<file path="config.mk">
export PLATFORM = sky130hd
export DESIGN_NAME = mux_nto1_seq
export DESIGN_NICKNAME = d
export VERILOG_FILES = /design/src/rtl/mux_nto1_seq.sv
export SDC_FILE = /design/constraint.sdc
export NUM_CORES = 1
export LEC_CHECK = 0
export ABC_AREA = 1
export CAP_MARGIN = 20
export CORE_MARGIN = 4
export CORE_UTILIZATION = 50
export CTS_CLUSTER_DIAMETER = 80
export DETAILED_ROUTE_END_ITERATION = 8
export DONT_BUFFER_PORTS = 1
export GPL_TIMING_DRIVEN = 1
export HOLD_SLACK_MARGIN = 0.02
export PLACE_DENSITY = 0.65
export SLEW_MARGIN = 20
export SYNTH_ARGS = -nofsm -noshare
export SYNTH_HDL_FRONTEND = slang
export SYNTH_SLANG_ARGS = --single-unit
</file>
<file path="constraint.sdc">
create_clock -name clk -period 3 [get_ports clk]
set_clock_uncertainty 0.2 [all_clocks]
set_input_delay 0.3 -clock clk [delete_from_list [all_inputs] [get_ports clk]]
set_output_delay 0.3 -clock clk [all_outputs]
set_load 0.02 [all_outputs]
</file>
<file path="src/rtl/mux_nto1_seq.sv">
// Registered N:1 channel mux with one-hot select decode, valid/ready output
// and either manual select loading or round-robin scan over an enable mask.
module mux_nto1_seq #(
  parameter  int N  = 4,
  parameter  int W  = 8,
  localparam int SW = $clog2(N)
) (
  input  logic            clk,
  input  logic            rst_n,
  input  logic            mode,
  input  logic [SW-1:0]   sel_in,
  input  logic            sel_load,
  input  logic [N*W-1:0]  in_data,
  input  logic [N-1:0]    in_en,
  input  logic            out_ready,
  output logic            out_valid,
  output logic [W-1:0]    out_data,
  output logic [SW-1:0]   out_ch,
  output logic [N-1:0]    dec_oh
);

  localparam logic [SW:0] NL = (SW+1)'(N);

  logic [SW-1:0]         sel_q;
  logic [SW-1:0]         sel_nxt;
  logic [N-1:0][W-1:0]   ch_data;
  logic                  load;
  logic                  sel_ok;
  logic                  found;
  logic [SW:0]           cand;

  assign ch_data = in_data;
  assign load    = !out_valid || out_ready;
  // Out-of-range indices (non-power-of-two N) are dropped so sel_q stays < N.
  assign sel_ok  = sel_load && ({1'b0, sel_in} < NL);

  for (genvar k = 0; k < N; k++) begin : g_dec
    assign dec_oh[k] = (sel_q == SW'(k));
  end

  // Next enabled channel after sel_q, cyclic, with sel_q itself checked last.
  always_comb begin
    sel_nxt = sel_q;
    found   = 1'b0;
    cand    = '0;
    for (int k = 1; k <= N; k++) begin
      cand = {1'b0, sel_q} + (SW+1)'(k);
      if (cand >= NL) cand = cand - NL;
      if (!found && in_en[cand[SW-1:0]]) begin
        sel_nxt = cand[SW-1:0];
        found   = 1'b1;
      end
    end
  end

  always_ff @(posedge clk or negedge rst_n) begin
    if (!rst_n) begin
      sel_q     <= '0;
      out_valid <= 1'b0;
      out_data  <= '0;
      out_ch    <= '0;
    end else begin
      if (load) begin
        out_data  <= ch_data[sel_q];
        out_ch    <= sel_q;
        out_valid <= in_en[sel_q];
      end
      if (sel_ok)            sel_q <= sel_in;
      else if (mode && load) sel_q <= sel_nxt;
    end
  end

endmodule

</file>
### Word-level counts from Yosys, hierarchy flattened

Index checks and enable logic that the tools add are counted.

| storage, ports and cells | value |
|---|---|
| flip-flop bits (word level) | 13 |
| input port bits | 43 |
| output and inout port bits | 15 |
| logic and storage cells | 62 |

| cells by class | value |
|---|---|
| add/sub/neg operators | 8 |
| order comparisons | 9 |
| equal/unequal tests | 3 |
| multiplexer cells | 25 |
| reductions and logical operators | 13 |

Operators with widths:

| cell | count |
|---|---|
| $mux W2 | 10 |
| $bmux W8 S2 | 1 |
| $lt A2 B3 Y1 const B | 5 |
| $ge A3 B3 Y1 const B | 4 |
| $bmux W1 S2 | 5 |
| $mux W1 | 8 |
| $mux W8 | 1 |
| $sub A2 B1 Y2 const B | 4 |
| $add A2 B2 Y3 const B | 2 |
| $reduce_bool A5 Y1 | 1 |
| $eq A2 B2 Y1 const B | 2 |
| $logic_and A1 B1 Y1 | 4 |
| $logic_not A1 Y1 | 4 |
| $add A2 B1 Y3 const B | 1 |
| $add A2 B3 Y3 const B | 1 |
| $eq A2 B1 Y1 const B | 1 |
| $logic_not A2 Y1 | 1 |
| $reduce_and A2 Y1 | 1 |
| $reduce_bool A2 Y1 | 1 |
| $logic_or A1 B1 Y1 | 1 |

### Longest topological paths before layout

Gate-level depths: netlist of the first run.

| depth | value |
|---|---|
| depth in word-level cells | 17 |
| mapped depth | 12 |
| mapped depth without buffers | 11 |

### Worst setup path after synthesis of the first run

OpenSTA, ideal clock, no wires.

| timing path | value |
|---|---|
| kind | register to register |
| start point | register sel_q[0] |
| end point | register sel_q[0] |
| library setup time | 132 ps |
| arrival | 1693 ps |
| data required time | 2668 ps |
| path slack | 975 ps |
| stages on the path, launching flop included | 12 |
| path buffers | 1 |
| clock period less this slack | 2025 ps |
| cell sequence | dfrtp_1 > inv_2 > clkbuf_1 > ha_1 > inv_1 > nand3_2 > nand2_2 > nand3_2 > nand3_1 > nand2_1 > nand2_1 > o21ai_1 |

| on the way | value |
|---|---|
| word-level cells in the longest chain between the ends | 17 |
| elaborated cells on any way between the ends | 41 |
| those cells by class | 8 x add/sub; 4 x order compare; 21 x mux; 8 x reduce/logical |

RTL lines:

| element | RTL line | text |
|---|---|---|
| start, declared | 24 | `logic [SW-1:0] sel_q;` |
| start signal, assigned | 68 | `if (sel_ok) sel_q <= sel_in;` |
| start signal, assigned | 69 | `else if (mode && load) sel_q <= sel_nxt;` |
| $add A2 B1 Y3 | 47 | `cand = {1'b0, sel_q} + (SW+1)'(k);` |
| $ge A3 B3 Y1 / $sub A2 B1 Y2 (equally long branches) | 48 | `if (cand >= NL) cand = cand - NL;` |
| $mux W2 | 48 |  |
| $bmux W1 S2 | 49 | `if (!found && in_en[cand[SW-1:0]]) begin` |
| $mux W1 (not written as such) | 49 |  |
| $mux W1 | 49 |  |
| $logic_not A1 Y1 | 49 |  |
| $logic_and A1 B1 Y1 | 49 |  |
| $mux W1 | 49 |  |
| $logic_not A1 Y1 | 49 |  |
| $logic_and A1 B1 Y1 | 49 |  |
| $mux W1 | 49 |  |
| $logic_not A1 Y1 | 49 |  |
| $logic_and A1 B1 Y1 | 49 |  |
| $mux W2 | 49 |  |
| $mux W2 | 69 |  |
| $mux W2 | 68 |  |

Parallel ways exist; a longest one is shown, timed or not. The select of a mux whose other input is x is not followed.
A chain may end at the register's enable or synchronous reset.

### Worst setup path after layout of the first run

| timing path | value |
|---|---|
| start point | register sel_q[1] |
| end point | register sel_q[0] |

The elaborated chain is that of the path after synthesis.

==> results_dict.tcl, run 1 <==
set metrics [dict create \
    drtPass1Iterations 5 \
    nFillCells 226 \
    path_class "register to register" \
    finalSetupTns_ns 0 \
    ant_nets 0 \
    diodes 0 \
    syn_avg_cell_area_sq_um 6.83 \
    die_h_um 53.3 \
    status "finished clean" \
    syn-instance-count 150 \
    layout_common_cells "33 x nor2_1, 32 x nand2_1, 17 x o21ai_0" \
    cts_tree "built" \
    yosysWarnings 0 \
    gp_congestion 0.783 \
    power.density_nw_per_um2 1200 \
    fin_crit_ns 2.19 \
    startpoint "sel_q[1]" \
    yosys.cell_types.count 22 \
    leakage_nw 0.523 \
    grt-ovfl-total 0 \
    first_iter_violations 27 \
    initial_core_util 0.522 \
    rsz0062_at_grt "no" \
    drc 0 \
    syn_to_final_growth_pct 5.13 \
    p_total_mw 1.29 \
    worst-path-max-fanout 15 \
    rows 16 \
    dieWidth_um 53.3 \
    numPortBuffers 0 \
    antenna_found_initial 0 \
    critPathCaptureType "register" \
    grt_pass1_wl_um 3930 \
    grtUsageTotal 0.188 \
    cts_root_buf "clkbuf_4" \
    wl_um 2510 \
    io_pins 58 \
    hp-class "primary input to register" \
    fin_nets 199 \
    cts_buffer_depth 2 \
    grt_pass1_vias 909 \
    setup_ws_ns 0.812 \
    reg2reg_from "sel_q[1]" \
    arrival_ns 2.13 \
    cp_slowest_cell "dfrtp_1" \
    hold_start "in_data[14]" \
    synth_seq_cells 13 \
    crit_chain "buf_4 > inv_1 > ha_1 > inv_1 > nand3_2 > nand2_2 > nand3_2 > nand3_1 > nand2_1 > nand2_1 > o21ai_1" \
    finalHoldViolations 0 \
    reg2reg_slack_ns 0.81 \
    slew_violations 0 \
    htree_levels 1 \
    drv_cap 0 \
    vias 1007 \
    wire_per_inst_um 14.1 \
    cts_hold_buffers 2 \
    critPathLaunchType "register" \
    clock_latency_ns 0.27 \
    fmax_mhz 457 \
    clkTransAtPathRegs_ns 0.07 \
    grt_max_degree 26 \
    min_period_over_period 0.729 \
    utilization 0.549 \
    tightestPinTransition_ns 0.568 \
    netlist_area_sq_um 1020 \
    seq_area_frac_synth 0.317 \
    path_delay_family "buffers and inverters" \
    ir_drop_mv 0.587 \
    synth_nets 197 \
    cts_setup_buffers 0 \
    dpl_worst_slack_ns 0.822 \
    via_per_inst 5.66 \
    setup-violations-final 0 \
    mostFrequentLayoutCell "nor2_1" \
    cts_buffers 3 \
    dp_hpwl_um 2030 \
    cts_resized 0 \
    die_area_sq_um 2840 \
    slew_headroom 0.620 \
    layout-drive-gt1-share 0.152 \
    worstPathRequired_ns 2.95 \
    crit_path_max_incr_delay_ns 0.36 \
    core_sq_um 1960 \
    clock-sinks 13 \
    crit_buf_inv 3 \
]
## path summary, 6_finish.rpt
path / end / cells after the start
max: sel_q[0] / 11
min in group asynchronous: out_ch[0] / 1
max reg2reg: sel_q[0] / 11
min reg2reg: out_data[3] / 2
min: out_data[6] / 2
max in group asynchronous: sel_q[1] / 1
## worst register-to-register path, cell delays in order, from the launching register on
cell and delay (ns):
dfrtp_1 0.36, buf_4 0.18, inv_1 0.30, ha_1 0.35, inv_1 0.12, nand3_2 0.09, nand2_2 0.10, nand3_2 0.09
nand3_1 0.09, nand2_1 0.06, nand2_1 0.06, o21ai_1 0.06
## logic make-up after synthesis
logic type                 Yosys count  share of synthesized area
and+or+nand+nor                     89                      0.407
AOI/OAI and AO/OA                   29                      0.156
buffers and inverters               15                     0.0708
DFF                                 13                      0.317
adders and majority gates            4                     0.0488
## synthesized netlist by cell type (all sizes together)
cell type | instances | area share
nor3 | 1 | 0.0049
clkbuf | 1 | 0.0037
inv | 8 | 0.029
nand2 | 41 | 0.18
dfrtp | 13 | 0.32
buf | 6 | 0.038
nand3 | 13 | 0.093
nor2 | 34 | 0.13
o21ai | 18 | 0.088
a21oi | 2 | 0.013
ha | 4 | 0.049
o22ai | 4 | 0.024
a31oi | 5 | 0.031
## power breakdown
part,switching [mW],internal [mW]
Combinational,0.511,0.261
Sequential,0.148,0.264
Clock,0.0536,0.0515
## stage by stage
step / std cells / instance area, sq um / hold WS [ns]
2_1_floorplan: 150 / 1020 / -0.196
3_3_place_gp: 172 / 1030 / -0.195
3_5_place_dp: 172 / 1030 / -0.195
4_1_cts: 178 / 1080 / 0.0342
5_1_grt: 178 / 1080 / 0.0455
6_report: 178 / 1080 / 0.0369
## state kept, by name, summed over array words and instances, names as in the netlist
name and cells:
out_data 8, out_ch 2, sel_q 2, out_valid 1
## layer usage
metal  global-route usage  vias up  share of wire  routed length [um]
li1                     -      494              -                   -
met1                0.215      463           0.37                 935
met2                0.322       42           0.52                1310
met3               0.0620        8          0.085                 213
met4               0.0681        0          0.023                  57
met5                    0        -              0                   0
## final cells by class
type / instances / area [sq um] / share of cell area
Multi-Input combinational cell: 122 / 627 / 0.582
Sequential cell: 13 / 325 / 0.302
Timing Repair Buffer: 4 / 35.0 / 0.0325
Tap cell: 27 / 33.8 / 0.0314
Inverter: 8 / 30.0 / 0.0279
Clock buffer: 4 / 26.3 / 0.0244
Power figures use the tool's default switching activity.
==> inputs of run 2 (changes only) <==
--- a/config.mk
+++ b/config.mk
@@ -14,7 +14,7 @@
 export DONT_BUFFER_PORTS = 1
 export GPL_TIMING_DRIVEN = 1
 export HOLD_SLACK_MARGIN = 0.02
-export PLACE_DENSITY = 0.65
+export PLACE_DENSITY = 0.68
 export SLEW_MARGIN = 20
 export SYNTH_ARGS = -nofsm -noshare
 export SYNTH_HDL_FRONTEND = slang
==> constraint.sdc (replaced) <==
create_clock -name clk -period 2 [get_ports clk]
set_clock_uncertainty 0.2 [all_clocks]
set_input_delay 0.2 -clock clk [delete_from_list [all_inputs] [get_ports clk]]
set_output_delay 0.2 -clock clk [all_outputs]
set_load 0.02 [all_outputs]
==> run 2 against run 1 <==
Largest cell class unchanged. Worst hold slack got worse by 0.018 ns. Highest routed layer unchanged. Core utilization rose by 8.4 points. Critical path depth shrank 5. Cell count grew 9.6%. Non-clock buffer count grew 17. Maximum frequency is 18% higher. Global-route usage increased by 0.68 points.
==> results_dict.tcl, run 2 (synthesis results as in run 1) <==
set metrics [dict create \
    crit_buf_inv 2 \
    critPathLaunchType "register" \
    cts_root_buf "clkbuf_4" \
    clock-sinks 13 \
    cp_slowest_cell "dlygate4sd3_1" \
    io_pins 58 \
    grt_pass1_vias 1048 \
    seq_power_share 0.307 \
    path_class "register to register" \
    largest_reg_flops 8 \
    layout_common_cells "33 x nor2_1, 32 x nand2_1, 17 x o21ai_0, 17 x dlygate4sd3_1, 13 x dfrtp_1" \
    power.internal_mw 0.922 \
    largest_registers "out_data x8, out_ch x2, sel_q x2" \
    initial_core_util 0.522 \
    cts_setup_buffers 0 \
    drc 0 \
    fmax_mhz 538 \
    finalHoldViolations 0 \
    dp_hpwl_um 2080 \
    utilization 0.633 \
    power.density_nw_per_um2 1630 \
    critPathCaptureType "register" \
    slew_headroom 0.611 \
    ir_drop_mv 1.04 \
    wire_per_inst_um 14.6 \
    clkTransAtPathRegs_ns 0.08 \
    drv_cap 0 \
    worstPathRequired_ns 1.99 \
    rr_worst_depth 6 \
    vias 1065 \
    tightestPinTransition_ns 0.582 \
    min_path_cells 4 \
    cts_buffer_depth 2 \
    finalSetupTns_ns 0 \
    clock_latency_ns 0.26 \
    arrival_ns 1.85 \
    grtUsageTotal 0.195 \
    crit_chain "buf_4 > nor2_1 > nor2_1 > o21ai_0 > dlygate4sd3_1 > a31oi_1" \
    crit_top_cell "nor2_1" \
    leakage_nw 0.592 \
    hp-class "primary input to register" \
    die_h_um 53.3 \
    wl_um 2840 \
    netSwitchingPower_mw 1.11 \
    fin_nets 216 \
    gp_congestion 0.914 \
    critical_path_depth 6 \
    regMostFlops "out_data" \
    core_sq_um 1960 \
    ant_nets 0 \
    regArea_sq_um 325 \
    crit_path_max_incr_delay_ns 0.58 \
    nFillCells 191 \
    setup-violations-final 0 \
    via_per_inst 5.46 \
    clkPwrFrac 0.077 \
    mostFrequentLayoutCell "nor2_1" \
    htree_levels 1 \
    path_delay_family "buffers and inverters" \
    min_period_over_period 0.930 \
    cts_hold_buffers 17 \
    antenna_found_initial 0 \
    switching_share 0.545 \
    die_area_sq_um 2840 \
    grt_max_degree 25 \
    first_iter_violations 20 \
    syn_to_final_growth_pct 21.2 \
    grt-ovfl-total 0 \
    numPortBuffers 0 \
    fin_crit_ns 1.86 \
    drtPass1Iterations 4 \
    grt_pass1_wl_um 4180 \
    slew_violations 0 \
    layout-drive-gt1-share 0.149 \
    multi_input_area_sq_um 627 \
    rows 16 \
    worst-path-max-fanout 22 \
    cts_resized 0 \
    dieWidth_um 53.3 \
    cts_buffers 3 \
    rsz0062_at_grt "no" \
    power_frac_comb 0.615 \
    status "finished clean" \
    cts_tree "built" \
    diodes 0 \
]
## run 2: changes by cell type in the layout (fill, tap and decap cells not counted)
cell,delta
dlygate4sd3_1,+15
buf_4,+2
## run 2: worst paths after layout
kind | from | endpoint | slack (ns)
max in group asynchronous | rst_n | out_data[2] | 1.05
worst max register to register | sel_q[0] | out_data[4] | 0.14
worst max-delay path | sel_q[0] | out_data[4] | 0.14
worst min register to register | out_data[0] | out_data[0] | 0.43
worst min-delay path | in_data[1] | out_data[1] | 0.02
min in group asynchronous | rst_n | out_data[0] | 0.17
## run 2: layout make-up
| type | count | share of cell area |
|---|---|---|
| Clock buffer | 4 | 0.0211 |
| Inverter | 8 | 0.0242 |
| Multi-Input combinational cell | 122 | 0.505 |
| Sequential cell | 13 | 0.262 |
| Tap cell | 27 | 0.0272 |
| Timing Repair Buffer | 21 | 0.161 |
## run 2: power by group through the flow
stage	Clock, mW	Combinational (mW)	Sequential (mW)
after floorplan	0	0.986	0.623
after CTS	0.158	1.25	0.626
final	0.157	1.25	0.623
after detailed placement	0	1.20	0.630
after global routing	0.169	1.40	0.641
after global placement	0	1.16	0.627
## run 2: worst reg2reg max path, stage by stage (launching register included)
cell and delay (ns):
dfrtp_1 0.37, buf_4 0.26, nor2_1 0.08, nor2_1 0.08
o21ai_0 0.09, dlygate4sd3_1 0.58, a31oi_1 0.12
## run 2: stage by stage
step / area (sq um) / power [mW] / instances / setup WS (ns) / hold slack, ns
after floorplan: 1030 / 1.61 / 150 / 0.0839 / -0.296
after global placement: 1050 / 1.79 / 174 / 0.339 / -0.295
after detailed placement: 1050 / 1.83 / 174 / 0.264 / -0.295
after CTS: 1240 / 2.04 / 195 / 0.165 / 0.0231
after global routing: 1240 / 2.21 / 195 / 0.0138 / 0.0467
final: 1240 / 2.03 / 195 / 0.140 / 0.0191
## run 2: per-layer routing
| layer | global-route usage | routed length [um] | up-vias |
|---|---|---|---|
| met1 | 0.193 | 1050 | 493 |
| met4 | 0.0596 | 44 | 0 |
| met3 | 0.0310 | 194 | 4 |
| li1 | - | - | 532 |
| met2 | 0.398 | 1550 | 36 |
| met5 | 0 | 0 | - |
==> inputs of run 3 (changes only) <==
--- a/config.mk
+++ b/config.mk
@@ -14,7 +14,7 @@
 export DONT_BUFFER_PORTS = 1
 export GPL_TIMING_DRIVEN = 1
 export HOLD_SLACK_MARGIN = 0.02
-export PLACE_DENSITY = 0.68
+export PLACE_DENSITY = 0.65
 export SLEW_MARGIN = 20
 export SYNTH_ARGS = -nofsm -noshare
 export SYNTH_HDL_FRONTEND = slang
==> constraint.sdc (replaced) <==
create_clock -name clk -period 2.1 [get_ports clk]
set_clock_uncertainty 0.2 [all_clocks]
set_input_delay 0.21 -clock clk [delete_from_list [all_inputs] [get_ports clk]]
set_output_delay 0.21 -clock clk [all_outputs]
set_load 0.02 [all_outputs]
==> run 3 against run 2 <==
Critical endpoint is now out_data[5]. First-iteration DRC count fell by 35%. Worst hold slack worse by 0.0074 ns. Via count is 2.3% higher. Power down 0.45%. Design area increased by 2.1%. Non-clock buffer count increased by 4. Cell count up 2.1%. Global-route usage increased by 1.3 points. Highest routed layer unchanged. Die area unchanged. Core utilization is 1.3 points higher. Wire length is 2.0% higher.
==> results_dict.tcl, run 3 (synthesis results as in run 1) <==
set metrics [dict create \
    ant_nets 0 \
    fin_nets 220 \
    diodes 0 \
    hp-class "primary input to register" \
    io_pins 58 \
    rows 16 \
    seq_power_share 0.294 \
    regMostFlops "out_data" \
    hold_start "in_data[28]" \
    cts_tree "built" \
    fin_crit_ns 2.03 \
    worst-path-max-fanout 8 \
    gp_congestion 0.830 \
    p_total_mw 2.02 \
    dieWidth_um 53.3 \
    crit_chain "inv_1 > nor2_4 > clkinvlp_4 > nor2_1 > a31oi_1 > dlygate4sd3_1" \
    antenna_found_initial 0 \
    cts_buffers 3 \
    fmax_mhz 493 \
    clkTransAtPathRegs_ns 0.08 \
    finalHoldViolations 0 \
    cp_slowest_cell "dlygate4sd3_1" \
    critPathLaunchType "register" \
    worstPathRequired_ns 2.05 \
    startpoint "out_valid" \
    reg2reg_from "out_valid" \
    power_frac_comb 0.631 \
    grt_pass1_wl_um 4360 \
    grt_pass1_vias 1009 \
    htree_levels 1 \
    syn_to_final_growth_pct 23.8 \
    clock-sinks 13 \
    switching_share 0.536 \
    netSwitchingPower_mw 1.08 \
    slew_headroom 0.613 \
    critPathCaptureType "register" \
    initial_core_util 0.522 \
    vias 1090 \
    layout-drive-gt1-share 0.192 \
    mostFrequentLayoutCell "nor2_1" \
    nFillCells 188 \
    rsz0062_at_grt "no" \
    clock_latency_ns 0.27 \
    cts_buffer_depth 2 \
    setup-violations-final 0 \
    slew_violations 0 \
    grt-ovfl-total 0 \
    drtPass1Iterations 4 \
    clkPwrFrac 0.076 \
    drv_cap 0 \
    largest_reg_flops 8 \
    wl_um 2900 \
    tightestPinTransition_ns 0.578 \
    drc 0 \
    grt_max_degree 25 \
    cts_root_buf "clkbuf_4" \
    via_per_inst 5.48 \
    wire_per_inst_um 14.6 \
    largest_registers "out_data x8, out_ch x2, sel_q x2" \
    power.internal_mw 0.937 \
    core_sq_um 1960 \
    utilization 0.647 \
    first_iter_violations 13 \
    numPortBuffers 0 \
    leakage_nw 0.610 \
    stdcell_area_sq_um 1270 \
    path_class "register to register" \
    layout_common_cells "33 x nor2_1, 32 x nand2_1, 17 x o21ai_0" \
    finalSetupTns_ns 0 \
    arrival_ns 1.98 \
    die_area_sq_um 2840 \
    dp_hpwl_um 2080 \
    grtUsageTotal 0.208 \
    die_h_um 53.3 \
    status "finished clean" \
    power.density_nw_per_um2 1590 \
    min_period_over_period 0.966 \
    ir_drop_mv 1.01 \
    dpl_cell_area_sq_um 1050 \
    crit_path_max_incr_delay_ns 0.57 \
]
==> run 3: changes by cell type in the layout (fill, tap and decap cells not counted) <==
cell,previous run,this run
buf_4,4,11
clkinvlp_4,0,1
dlygate4sd3_1,17,14
inv_1,7,6
==> run 3: worst max-delay path: cells and delay by family (launching register included) <==
family                 cells  cell delay (ns)
buffers and inverters      3             0.88
DFF                        1             0.46
AOI/OAI and AO/OA          1             0.05
and+or+nand+nor            2             0.34
==> run 3: per-layer routing <==
layer	track usage	wire, um	vias up
met1	0.231	1100	518
met2	0.402	1620	31
met3	0.0169	162	2
met4	0.0723	10	0
li1	-	-	539
met5	0	0	-
==> run 3: power groups by stage <==
| stage | clock network (mW) | logic, mW | registers (mW) |
|---|---|---|---|
| after floorplan | 0 | 0.937 | 0.593 |
| after global placement | 0 | 1.11 | 0.597 |
| after detailed placement | 0 | 1.15 | 0.599 |
| after CTS | 0.152 | 1.21 | 0.594 |
| after global routing | 0.164 | 1.44 | 0.609 |
| final | 0.152 | 1.27 | 0.593 |
==> run 3: final timing paths <==
path,endpoint,slack [ns],depth (start not counted)
setup / recovery,out_data[5],0.07,6
hold / removal,out_data[4],0.01,2
setup reg to reg,out_data[5],0.07,6
hold reg to reg,out_data[3],0.42,2
max in group asynchronous,out_ch[1],1.15,1
min in group asynchronous,out_data[1],0.17,1
==> run 3: final cells by class <==
cell class / instances / area, sq um / area share
Multi-Input combinational cell: 122 / 627 / 0.494
Clock buffer: 4 / 26.3 / 0.0207
Timing Repair Buffer: 25 / 223 / 0.176
Tap cell: 27 / 33.8 / 0.0266
Inverter: 8 / 33.8 / 0.0266
Sequential cell: 13 / 325 / 0.256
==> run 3: stage by stage <==
stage                     setup slack [ns]  instances  hold slack, ns
after global placement               0.441        174          -0.285
after CTS                           0.0158        192          0.0205
after floorplan                     0.0752        150          -0.286
after global routing               0.00636        199          0.0220
after detailed placement             0.374        174          -0.285
final                               0.0711        199          0.0117
==> run 3: repair_timing <==
action	4_1_cts	5_1_grt
gates resized for setup	0	1
hold endpoints to repair	25	0
setup endpoints to repair	0	2
setup buffers	0	7
hold buffers	14	0
